[config.mk]
export PLATFORM = sky130hd
export DESIGN_NAME = ps2_key_event_decoder
export DESIGN_NICKNAME = d
export VERILOG_FILES = /design/src/rtl/ps2_key_event_decoder.sv
export SDC_FILE = /design/constraint.sdc
export NUM_CORES = 1
export LEC_CHECK = 0
export ABC_CLOCK_PERIOD_IN_PS = 3400
export CORE_UTILIZATION = 51
export DETAILED_ROUTE_END_ITERATION = 6
export GPL_TIMING_DRIVEN = 0
export PLACE_DENSITY = 0.74
export SLEW_MARGIN = 10
export SYNTH_ARGS = -nofsm -noshare
export SYNTH_HDL_FRONTEND = slang
export SYNTH_SLANG_ARGS = --single-unit
[constraint.sdc]
create_clock -name inclock -period 3.4 [get_ports inclock]
set_input_delay 1.02 -clock inclock [delete_from_list [all_inputs] [get_ports inclock]]
set_output_delay 1.02 -clock inclock [all_outputs]
set_load 0.02 [all_outputs]
[src/rtl/ps2_key_event_decoder.sv]
// PS/2 set-2 scan-code decoder: E0/F0 prefix parser, code-to-ASCII table, held-key
// tracking and an event FIFO with valid/ready pop.
module ps2_key_event_decoder #(
  parameter int                     NUM_KEYS      = 4,
  parameter int                     FIFO_DEPTH    = 8,
  parameter bit                     FILTER_REPEAT = 1'b1,
  parameter logic [9*NUM_KEYS-1:0]  SCAN_CODES    = {9'h01B, 9'h029, 9'h023, 9'h01C},
  parameter logic [8*NUM_KEYS-1:0]  ASCII_CODES   = {8'd83, 8'd32, 8'd68, 8'd65}
) (
  input  logic                inclock,
  input  logic                resetn,
  input  logic [7:0]          ps2_key_data,
  input  logic                ps2_key_pressed,
  input  logic                evt_ready,
  output logic                evt_valid,
  output logic [7:0]          evt_ascii,
  output logic                evt_break,
  output logic [3:0]          evt_index,
  output logic [NUM_KEYS-1:0] key_held,
  output logic [6:0]          fifo_count,
  output logic                overflow,
  output logic [7:0]          last_data_received
);

  localparam int         AW      = (FIFO_DEPTH > 1) ? $clog2(FIFO_DEPTH) : 1;
  localparam logic [6:0] DEPTH_C = 7'(FIFO_DEPTH);

  typedef enum logic [1:0] {
    ST_IDLE    = 2'd0,
    ST_BRK     = 2'd1,
    ST_EXT     = 2'd2,
    ST_EXT_BRK = 2'd3
  } state_t;

  state_t              state_r, state_nxt_s;
  logic                data_byte_s, ext_s, brk_s;
  logic [8:0]          code_s;
  logic                hit_s, held_s;
  logic [3:0]          idx_s;
  logic [7:0]          ascii_s;
  logic                evt_hit_s, filt_s, push_s, pop_s, full_s, wr_en_s, drop_s;
  logic [NUM_KEYS-1:0] key_held_r, held_nxt_s;
  logic [7:0]          last_r;
  logic                overflow_r;
  logic [12:0]         mem_r [FIFO_DEPTH];
  logic [AW-1:0]       wr_ptr_r, rd_ptr_r;
  logic [6:0]          count_r;
  logic [12:0]         head_s;

  // Parser state register
  always_ff @(posedge inclock or negedge resetn) begin
    if (!resetn) begin
      state_r <= ST_IDLE;
    end else begin
      state_r <= state_nxt_s;
    end
  end

  // Parser next state; E0 always restarts the sequence, F0 only adds the break flag
  always_comb begin
    state_nxt_s = state_r;
    data_byte_s = 1'b0;
    case (state_r)
      ST_BRK:     begin ext_s = 1'b0; brk_s = 1'b1; end
      ST_EXT:     begin ext_s = 1'b1; brk_s = 1'b0; end
      ST_EXT_BRK: begin ext_s = 1'b1; brk_s = 1'b1; end
      default:    begin ext_s = 1'b0; brk_s = 1'b0; end
    endcase
    if (ps2_key_pressed) begin
      if (ps2_key_data == 8'hE0) begin
        state_nxt_s = ST_EXT;
      end else if (ps2_key_data == 8'hF0) begin
        case (state_r)
          ST_IDLE: state_nxt_s = ST_BRK;
          ST_EXT:  state_nxt_s = ST_EXT_BRK;
          default: state_nxt_s = state_r;
        endcase
      end else begin
        data_byte_s = 1'b1;
        state_nxt_s = ST_IDLE;
      end
    end else begin
      state_nxt_s = state_r;
    end
  end

  // Table lookup; scanning downward lets the lowest matching index win
  always_comb begin
    code_s  = {ext_s, ps2_key_data};
    hit_s   = 1'b0;
    idx_s   = 4'd0;
    ascii_s = 8'd0;
    held_s  = 1'b0;
    for (int i = NUM_KEYS - 1; i >= 0; i--) begin
      if (SCAN_CODES[9*i +: 9] == code_s) begin
        hit_s   = 1'b1;
        idx_s   = 4'(i);
        ascii_s = ASCII_CODES[8*i +: 8];
        held_s  = key_held_r[i];
      end else begin
        hit_s   = hit_s;
      end
    end
    for (int i = 0; i < NUM_KEYS; i++) begin
      held_nxt_s[i] = (4'(i) == idx_s) ? ~brk_s : key_held_r[i];
    end
  end

  assign evt_hit_s = data_byte_s & hit_s;
  assign filt_s    = FILTER_REPEAT & ~brk_s & held_s;
  assign push_s    = evt_hit_s & ~filt_s;
  assign pop_s     = (count_r != 7'd0) & evt_ready;
  assign full_s    = (count_r == DEPTH_C);
  // At full with a simultaneous pop the write lands in the slot being vacated
  assign wr_en_s   = push_s & (~full_s | pop_s);
  assign drop_s    = push_s & full_s & ~pop_s;

  // Held-key map, last-make ASCII and sticky overflow flag
  always_ff @(posedge inclock or negedge resetn) begin
    if (!resetn) begin
      key_held_r <= '0;
      last_r     <= 8'd0;
      overflow_r <= 1'b0;
    end else begin
      if (evt_hit_s) begin
        key_held_r <= held_nxt_s;
      end
      if (push_s && !brk_s) begin
        last_r <= ascii_s;
      end
      if (drop_s) begin
        overflow_r <= 1'b1;
      end
    end
  end

  // Event FIFO storage, pointers and occupancy
  always_ff @(posedge inclock or negedge resetn) begin
    if (!resetn) begin
      for (int i = 0; i < FIFO_DEPTH; i++) begin
        mem_r[i] <= 13'd0;
      end
      wr_ptr_r <= '0;
      rd_ptr_r <= '0;
      count_r  <= 7'd0;
    end else begin
      if (wr_en_s) begin
        mem_r[wr_ptr_r] <= {idx_s, ascii_s, brk_s};
        wr_ptr_r        <= wr_ptr_r + AW'(1);
      end
      if (pop_s) begin
        rd_ptr_r <= rd_ptr_r + AW'(1);
      end
      case ({wr_en_s, pop_s})
        2'b10:   count_r <= count_r + 7'd1;
        2'b01:   count_r <= count_r - 7'd1;
        default: count_r <= count_r;
      endcase
    end
  end

  assign head_s             = mem_r[rd_ptr_r];
  assign evt_valid          = (count_r != 7'd0);
  assign evt_index          = evt_valid ? head_s[12:9] : 4'd0;
  assign evt_ascii          = evt_valid ? head_s[8:1]  : 8'd0;
  assign evt_break          = evt_valid ? head_s[0]    : 1'b0;
  assign key_held           = key_held_r;
  assign fifo_count         = count_r;
  assign overflow           = overflow_r;
  assign last_data_received = last_r;

endmodule

; ---- Word-level counts from Yosys, hierarchy flattened
; Cells that the tools add are included.
[classes]
n_mux = 34
eq_ne = 16
order_cmp = 3
n_bitwise = 14
reduce_logical = 14
add_sub_neg = 4
[ops]
columns = operator, n
row1 = bitwise mux 104 bit, 1
row2 = binary-select mux 13 bit (select 3 bit), 1
row3 = demux 13 bit (select 3 bit), 1
row4 = two-way mux 13 bit, 3
row5 = two-way mux 8 bit, 4
row6 = == test 5 x 9 -> 1 bit (first input constant), 2
row7 = == test 6 x 9 -> 1 bit (first input constant), 2
row8 = == test 8 bit (second input constant), 2
row9 = two-way mux 4 bit, 4
row10 = two-way mux 1 bit, 14
row11 = case mux 7 bit (2 select lines), 1
row12 = AND reduction 2 bit, 5
row13 = == test 2 x 4 -> 1 bit (first input constant), 2
row14 = >= comparator 4 bit (second input constant), 2
row15 = inverter 3 -> 4 bit, 2
row16 = adder 7 x 1 -> 7 bit (second input constant), 1
row17 = AND 1 bit, 7
row18 = == test 7 x 4 -> 1 bit (second input constant), 1
row19 = two-way mux 7 bit, 1
row20 = nonzero test 7 bit, 1
row21 = subtractor 7 x 1 -> 7 bit (second input constant), 1
row22 = adder 3 x 1 -> 3 bit (second input constant), 2
row23 = == test 2 bit (second input constant), 3
row24 = two-way mux 2 bit, 3
row25 = other kinds (13), 19
[word_totals]
regBits = 132

; ---- Logic depth before layout (Yosys ltp)
; Gate-level depths: netlist of the first run.
[depth]
ltp_word = 14
ltp_mapped = 15

; ---- Worst setup path before layout of the first run
; No wires, ideal clock.
[synth_path]
kind = in2reg
from = input ps2_key_data[1]
to = register count_r[3] (netlist: fifo_count[3])
setup_slack_ns = -0.579
arrival_ns = 3.857
cell_stages = 14
path_cell_list = buf_4 > nor4b_2 > nand3_2 > o211a_1 > o211ai_2 > buf_6 > nand2_1 > inv_1 > ha_1 > a21o_1 > a21oi_1 > xnor2_1 > or4b_2 > o2111a_1
[synth_between]
elab_chain_len = 11
word_cells_on_any_way = 26
[synth_lines]
columns = element, line_no
row1 = start: declaration, 12  ; input logic [7:0] ps2_key_data,
row2 = == test 5 x 9 -> 1 bit, 95  ; if (SCAN_CODES[9*i +: 9] == code_s) begin
row3 = two-way mux 1 bit (4 in a row), 95
row4 = AND 1 bit, 110  ; assign filt_s = FILTER_REPEAT & ~brk_s & held_s;
row5 = inverter 1 bit, 111  ; assign push_s = evt_hit_s & ~filt_s;
row6 = AND 1 bit (*), 111
row7 = AND 1 bit (*), 115  ; assign wr_en_s = push_s & (~full_s | pop_s);
row8 = == test 2 x 1 -> 1 bit or == test 2 bit (tied branches), 154  ; case ({wr_en_s, pop_s})
row9 = case mux 7 bit (2 select lines) or nonzero test 2 bit (tied branches), --
row10 = end signal: assignment, 155  ; 2'b10: count_r <= count_r + 7'd1;
row11 = end signal: assignment, 156  ; 2'b01: count_r <= count_r - 7'd1;
row12 = end signal: assignment, 157  ; default: count_r <= count_r;
row13 = end: declaration, 47  ; logic [6:0] count_r;
; Every way passes the cells marked *; elsewhere a longest branch is shown, timed or not.
; A chain may end at the register's enable or synchronous reset.

; ---- Worst setup path after layout of the first run
[layout_path]
from = input ps2_key_data[7]
to = register count_r[3] (netlist: fifo_count[3])
; The elaborated chain is that of the path after synthesis.

==> impl_metrics.yaml, run 1 <==
status:
  status: "finished, final reports clean"
logic_synthesis:
  synth_top_area_share_pct: 48.87
  ys_seq_area_share_pct: 48.87
  ys_types: 56
  avgSynthCellArea_sq_um: 13.17
  synth-seq-cells: 89
  netlist_instances: 346
  async_flop_share_pct: 100.0
  synth_ff_type: "dfrtp_1"
  synth_edf_count: 0
  yosys_warnings: 0
  synth_common_cells: "89 x dfrtp_1, 62 x mux2_2, 22 x nor2_1"
  yosysTopAreaCell: "dfrtp_1"
  synthTopCellsByArea: "dfrtp_1 49%, mux2_2 15%, mux4_2 7.9%, mux2i_1 2.2%, ha_1 1.9%"
  syn_area_sq_mm: 0.004557
  synth.most_common_cell: "dfrtp_1"
timing:
  holdWs_ns: 0.4791
  relSlewSlack_pct: 52.64
  hold_viol: 0
  fmax_mhz: 296.4
  period_share_pct: 99.22
  min_period_ns: 3.373
  worst_pin_slew_ns: 0.7073
  final.setup_skew_ns: 0.01222
  slew_violations: 0
  setup_viol: 0
  rsz0062_at_grt: "yes"
final_layout:
  drive_gt1_share_pct: 40.10
  area_growth_pct: 21.61
  fillCellCount: 669
  regArea_sq_mm: 0.002228
  fin_cells: 527
  layout.nets: 434
  utilization_pct: 63.86
  multi_input_area_sq_mm: 0.002290
  antennaDiodeCount: 0
  fin_area_sq_mm: 0.005542
die:
  start_util_pct: 52.51
  core-area_sq_mm: 0.008678
  die_w_um: 96.53
  io_pins: 46
  die-area_sq_mm: 0.009317
  fp.dieH_um: 96.53
  fp-row-count: 34
drt:
  dr.pass1.iters: 4
  route.detailed.drc: 0
  wl_per_cell_um: 17.81
  wirelength_um: 9384
  ant_nets: 0
  vias: 2967
  drtIter0Drc: 113
  routed_via_density: 5.630
cts:
  clk_latency_ns: 0.37
  clock_sinks: 89
  clockBufferDepth: 2
  cts_buffers: 9
  h-tree-depth: 3
  cts_tree: "built"
  clkTransAtPathRegs_ns: 0.10
  root_buffer: "clkbuf_8"
  ctsHoldBuffers: 0
placement:
  dp_hpwl_um: 6471
  gp_congestion: 0.7969
  dpl_cell_area_sq_mm: 0.005174
  place_inst: 498
  io_buffers: 38
setup_path:
  cp_cell_sequence: "buf_8, nor4b_4, buf_4, mux2i_2, o211ai_1, o211ai_4, nand2_4, inv_4, ha_4, a21o_1, a21oi_4, xnor2_2, or4b_4, o2111a_1"
  crit_path_max_incr_delay_ns: 0.54
  worst-setup-path-type: "in -> reg"
  worstSetupStartpointType: "primary input"
  critical_path_peak_fanout: 3
  slowest_stage: "or4b_4"
  crit_arrival_ns: 3.63
  cp_data_required_time_ns: 3.66
  crit_path_end_kind: "flop"
hold_path:
  hold_class: "reg -> reg"
power:
  p_leak_nw: 2.667
  p_total_mw: 2.966
  vdd_drop_max_v: 0.0002233
  power.density_mw_per_mm2: 535.2
global_route:
  antenna_found_initial: 0
  track_usage_pct: 22.33
  grt_overflow: 0
  grt_pass1_vias: 3065
  grt_max_degree: 61
  grt_pass1_wl_um: 15290
job:
  maxCapViolCount: 0
power by group:
group          total [mW]  switching (mW)  internal, mW
logic                1.01           0.509         0.500
clock network       0.713           0.424         0.288
registers            1.24          0.0991          1.14
total                2.97            1.03          1.93
kinds of logic (layout without fill, tap and decap cells):
family,count (synthesis),after routing,synth area share [%]
mux,89,89,25.67
flops,89,89,48.87
simple gates,77,77,11.72
compound gates,37,37,5.436
buf+inv,35,103,3.926
xor+xnor,10,10,1.922
fa+ha+maj,8,8,2.361
other cells,1,6,0.08229
cells in the final DEF, fill, tap and decap left out, drive strengths merged, types with 2 or more instances in the layout:
| cell | n |
|---|---|
| nor2 | 24 |
| xnor2 | 8 |
| dlygate4sd2 | 9 |
| mux2i | 10 |
| nor4 | 4 |
| a31oi | 3 |
| nor4b | 5 |
| dfrtp | 89 |
| clkbuf | 18 |
| nand2b | 5 |
| nand2 | 15 |
| o211ai | 2 |
| nand4b | 2 |
| o21ai | 9 |
| o21bai | 2 |
| conb | 6 |
| xor2 | 2 |
| a21oi | 11 |
| inv | 11 |
| o31ai | 3 |
| ha | 7 |
| nor2b | 3 |
| clkinv | 4 |
| mux2 | 63 |
| buf | 39 |
| mux4 | 16 |
| nand3 | 8 |
| clkdlybuf4s50 | 21 |
| nor3b | 3 |
metal layers:
metal	part of all wire (%)	track usage, %
met3	3.4	3.052
met2	50	37.21
met5	0	0
met1	46	29.73
met4	1.5	8.578
critical path, delay by kind of cell:
family	cells	cell delay, ns
and+or+nand+nor	3	0.95
adders and majority gates	1	0.20
AOI/OAI and AO/OA	5	0.93
buffers and inverters	3	0.34
xor gates and xnor gates	1	0.11
muxes	1	0.07
flip-flops by register name, indices dropped and copies added (netlist names):
signal and count:
fifo_count 7, key_held 4, last_data_received 5, wr_ptr_r 3, overflow 1, mem_r 64
state_r 2, rd_ptr_r 3
cell type report:
cell class	count	area share [%]
buffer	24	2.822
tap	108	2.438
timing repair buffer	55	9.054
clock inverter	7	1.332
clock buffer	9	2.235
inverter	8	0.5870
sequential	89	40.21
multi-input combinational	227	41.32
through the flow:
step	setup TNS (ns)	worst slack [ns]
2_1_floorplan	-0.1790	-0.1790
5_1_grt	-0.1198	-0.07089
3_5_place_dp	-42.38	-1.052
6_report	0	0.02667
4_1_cts	0	0.003237
3_3_place_gp	-203.77	-1.861
what timing repair did:
action | 4_1_cts | 5_1_grt
setup endpoints to repair | 71 | 5
pin swaps | 13 | 11
resized for setup | 56 | 11
buffers inserted | 13 | 3
final timing paths:
check	startpoint	depth (start not counted)	slack, ns	end
hold reg to reg	overflow$_DFFE_PN0P_	1	0.48	overflow$_DFFE_PN0P_
hold / removal	overflow$_DFFE_PN0P_	1	0.48	overflow$_DFFE_PN0P_
max in group asynchronous	resetn	2	2.16	rd_ptr_r[1]$_DFFE_PN0P_
setup / recovery	ps2_key_data[7]	14	0.03	fifo_count[3]$_DFFE_PN0P_
min in group asynchronous	resetn	1	0.59	key_held[3]$_DFFE_PN0P_
setup reg to reg	fifo_count[5]$_DFFE_PN0P_	13	0.24	fifo_count[3]$_DFFE_PN0P_
Power figures use the tool's default switching activity.
==> inputs of run 2 (changes only) <==
--- a/config.mk
+++ b/config.mk
@@ -5,7 +5,6 @@
 export SDC_FILE = /design/constraint.sdc
 export NUM_CORES = 1
 export LEC_CHECK = 0
-export ABC_CLOCK_PERIOD_IN_PS = 3400
 export CORE_UTILIZATION = 51
 export DETAILED_ROUTE_END_ITERATION = 6
 export GPL_TIMING_DRIVEN = 0
==> results of run 2 <==
Final layout, timing and power as in run 1 (identical DEF).
==> inputs of run 3 (changes only) <==
--- a/config.mk
+++ b/config.mk
@@ -5,7 +5,9 @@
 export SDC_FILE = /design/constraint.sdc
 export NUM_CORES = 1
 export LEC_CHECK = 0
-export CORE_UTILIZATION = 51
+export CELL_PAD_IN_SITES_DETAIL_PLACEMENT = 1
+export CELL_PAD_IN_SITES_GLOBAL_PLACEMENT = 1
+export CORE_UTILIZATION = 42
 export DETAILED_ROUTE_END_ITERATION = 6
 export GPL_TIMING_DRIVEN = 0
 export PLACE_DENSITY = 0.74
==> run 3 against run 2 <==
  * The run now ends with setup timing left
  * Worst hold slack better by 0.0068 ns
  * First-iteration DRC count down 48%
  * Core utilization fell by 9.5 points
  * Largest power group unchanged
  * Critical path type unchanged
  * Clock-buffer cell count increased by 2
  * Total power increased by 3.1%
  * Sequential power is essentially flat
  * Sequential share of layout area fell by 0.85 points
  * Global-route usage fell by 2.2 points
  * Fmax shrank 2.3%
  * Critical path depth increased by 1
  * Combinational power is 9% higher
==> impl_metrics.yaml, run 3 (synthesized netlist as in run 1, its figures left out) <==
status:
  status: "finished with violations"
  violations: "setup timing"
global_route:
  grt_max_degree: 53
  grt_pass1_vias: 3258
  antenna_found_initial: 0
  grt_pass1_wl_um: 17280
  grt_overflow: 0
  track_usage_pct: 20.15
die:
  die-area_sq_mm: 0.01127
  core-area_sq_mm: 0.01042
  start_util_pct: 43.75
  io_pins: 46
  fp-row-count: 37
  fp.dieH_um: 106.2
  die_w_um: 106.2
power:
  vdd_drop_max_v: 0.0002997
  p_leak_nw: 2.727
  power.density_mw_per_mm2: 540.3
setup_path:
  worstSetupStartpointType: "primary input"
  crit_buf_inv: 4
  worst_path_dominant_cell_family: "simple AND/OR/NAND/NOR gates"
  crit_path_end_kind: "flop"
  crit_top_cell: "buf_6"
  ff2ff_setup_slack_ns: 0.25
  worst-setup-path-type: "in -> reg"
  cp_data_required_time_ns: 3.65
  crit_arrival_ns: 3.70
  crit_path_max_incr_delay_ns: 0.51
  cp_cell_sequence: "buf_8, nor4b_4, nand3_4, buf_6, o211ai_1, o211ai_2, buf_6, nand2_4, inv_4, ha_4, a21o_1, a21oi_2, xnor2_2, or4b_4, o2111a_1"
  critical_path_peak_fanout: 5
  slowest_stage: "or4b_4"
hold_path:
  hold_class: "reg -> reg"
final_layout:
  area_growth_pct: 24.24
  antennaDiodeCount: 0
  fin_cells: 567
  mostFrequentLayoutCell: "dfrtp_1"
  largest_reg_flops: 64
  drive_gt1_share_pct: 41.53
  regMostFlops: "mem_r"
  layout.nets: 446
  mostFrequentLayoutCells: "88 x dfrtp_1, 61 x mux2_2, 34 x buf_4"
  fin_area_sq_mm: 0.005662
drt:
  ant_nets: 0
  top_layer_used: "met4"
  drtIter0Drc: 59
  wl_per_cell_um: 18.83
  drt-met1-wl_um: 4814
  wl_met3_um: 310
  wirelength_um: 10680
  routed_via_density: 5.323
  route.detailed.drc: 0
  vias: 3018
  dr.pass1.iters: 6
  dr_wl_met2_um: 5438
cts:
  clk_latency_ns: 0.35
  clock_sinks: 89
  clockBufferDepth: 2
  cts_buffers: 9
  clkTransAtPathRegs_ns: 0.10
  root_buffer: "clkbuf_8"
  h-tree-depth: 3
  cts_tree: "built"
timing:
  hold_viol: 0
  worst_pin_slew_ns: 0.7917
  finalWorstSetupSlack_ns: -0.05155
  slew_violations: 0
  tns_ns: -0.05818
  min_period_ns: 3.452
  relSlewSlack_pct: 46.82
  final.setup_skew_ns: 0.009135
  period_share_pct: 101.5
  rsz0062_at_grt: "yes"
  fmax_mhz: 289.7
  setup_viol: 2
placement:
  dp_hpwl_um: 7433
  dpl_cell_area_sq_mm: 0.005201
  gp_congestion: 0.7743
  pre_cts_ws_ns: -1.146
  io_buffers: 38
  place_inst: 526
job:
  maxCapViolCount: 0
-- run 3: repair_timing --
action	4_1_cts	5_1_grt
pin swaps	18	8
hold buffers	0	0
setup endpoints to repair	73	12
hold endpoints to repair	0	0
buffers inserted	13	13
resized for setup	62	9
gates cloned	0	0
-- run 3: worst paths after layout --
| check | start | end | depth (start not counted) |
|---|---|---|---|
| min reg2reg | overflow$_DFFE_PN0P_ | overflow$_DFFE_PN0P_ | 1 |
| min | overflow$_DFFE_PN0P_ | overflow$_DFFE_PN0P_ | 1 |
| max reg2reg | fifo_count[5]$_DFFE_PN0P_ | fifo_count[3]$_DFFE_PN0P_ | 13 |
| max in group asynchronous | resetn | mem_r[46]$_DFFE_PN0P_ | 2 |
| max | ps2_key_data[7] | fifo_count[3]$_DFFE_PN0P_ | 15 |
| min in group asynchronous | resetn | wr_ptr_r[2]$_DFFE_PN0P_ | 1 |
-- run 3: layout make-up --
cell class,instances,area [sq um]
fillers,1070,4755
multi-input cells,227,2270
flip-flops and latches,89,2228
repair buffers,65,585.6
plain buffers,26,186.4
well taps,136,170.2
clock buffers,11,151.4
clock inverters,5,37.54
inverters,8,32.53
-- run 3: metrics by stage --
| step | hold WS [ns] | utilization, % | total power, mW |
|---|---|---|---|
| CTS | 0.5006 | 53.15 | 2.993 |
| global route | 0.5118 | 54.35 | 3.218 |
| detailed placement | 0.4773 | 49.93 | 2.186 |
| global placement | 0.4506 | 49.77 | 2.142 |
| floorplan | 0.4524 | - | 1.875 |
| finish | 0.4859 | 54.35 | 3.059 |
-- run 3: power breakdown --
part	internal, mW	total (mW)	switching [mW]	leakage, nW
Combinational	0.576	1.10	0.525	1.42
Sequential	1.14	1.25	0.103	1.21
Clock	0.309	0.710	0.401	0.0919
-- run 3: metal layers --
metal	track usage [%]	up-vias
met2	34.28	45
met4	5.357	0
met1	26.70	1560
met5	0	-
li1	-	1402
met3	3.311	11
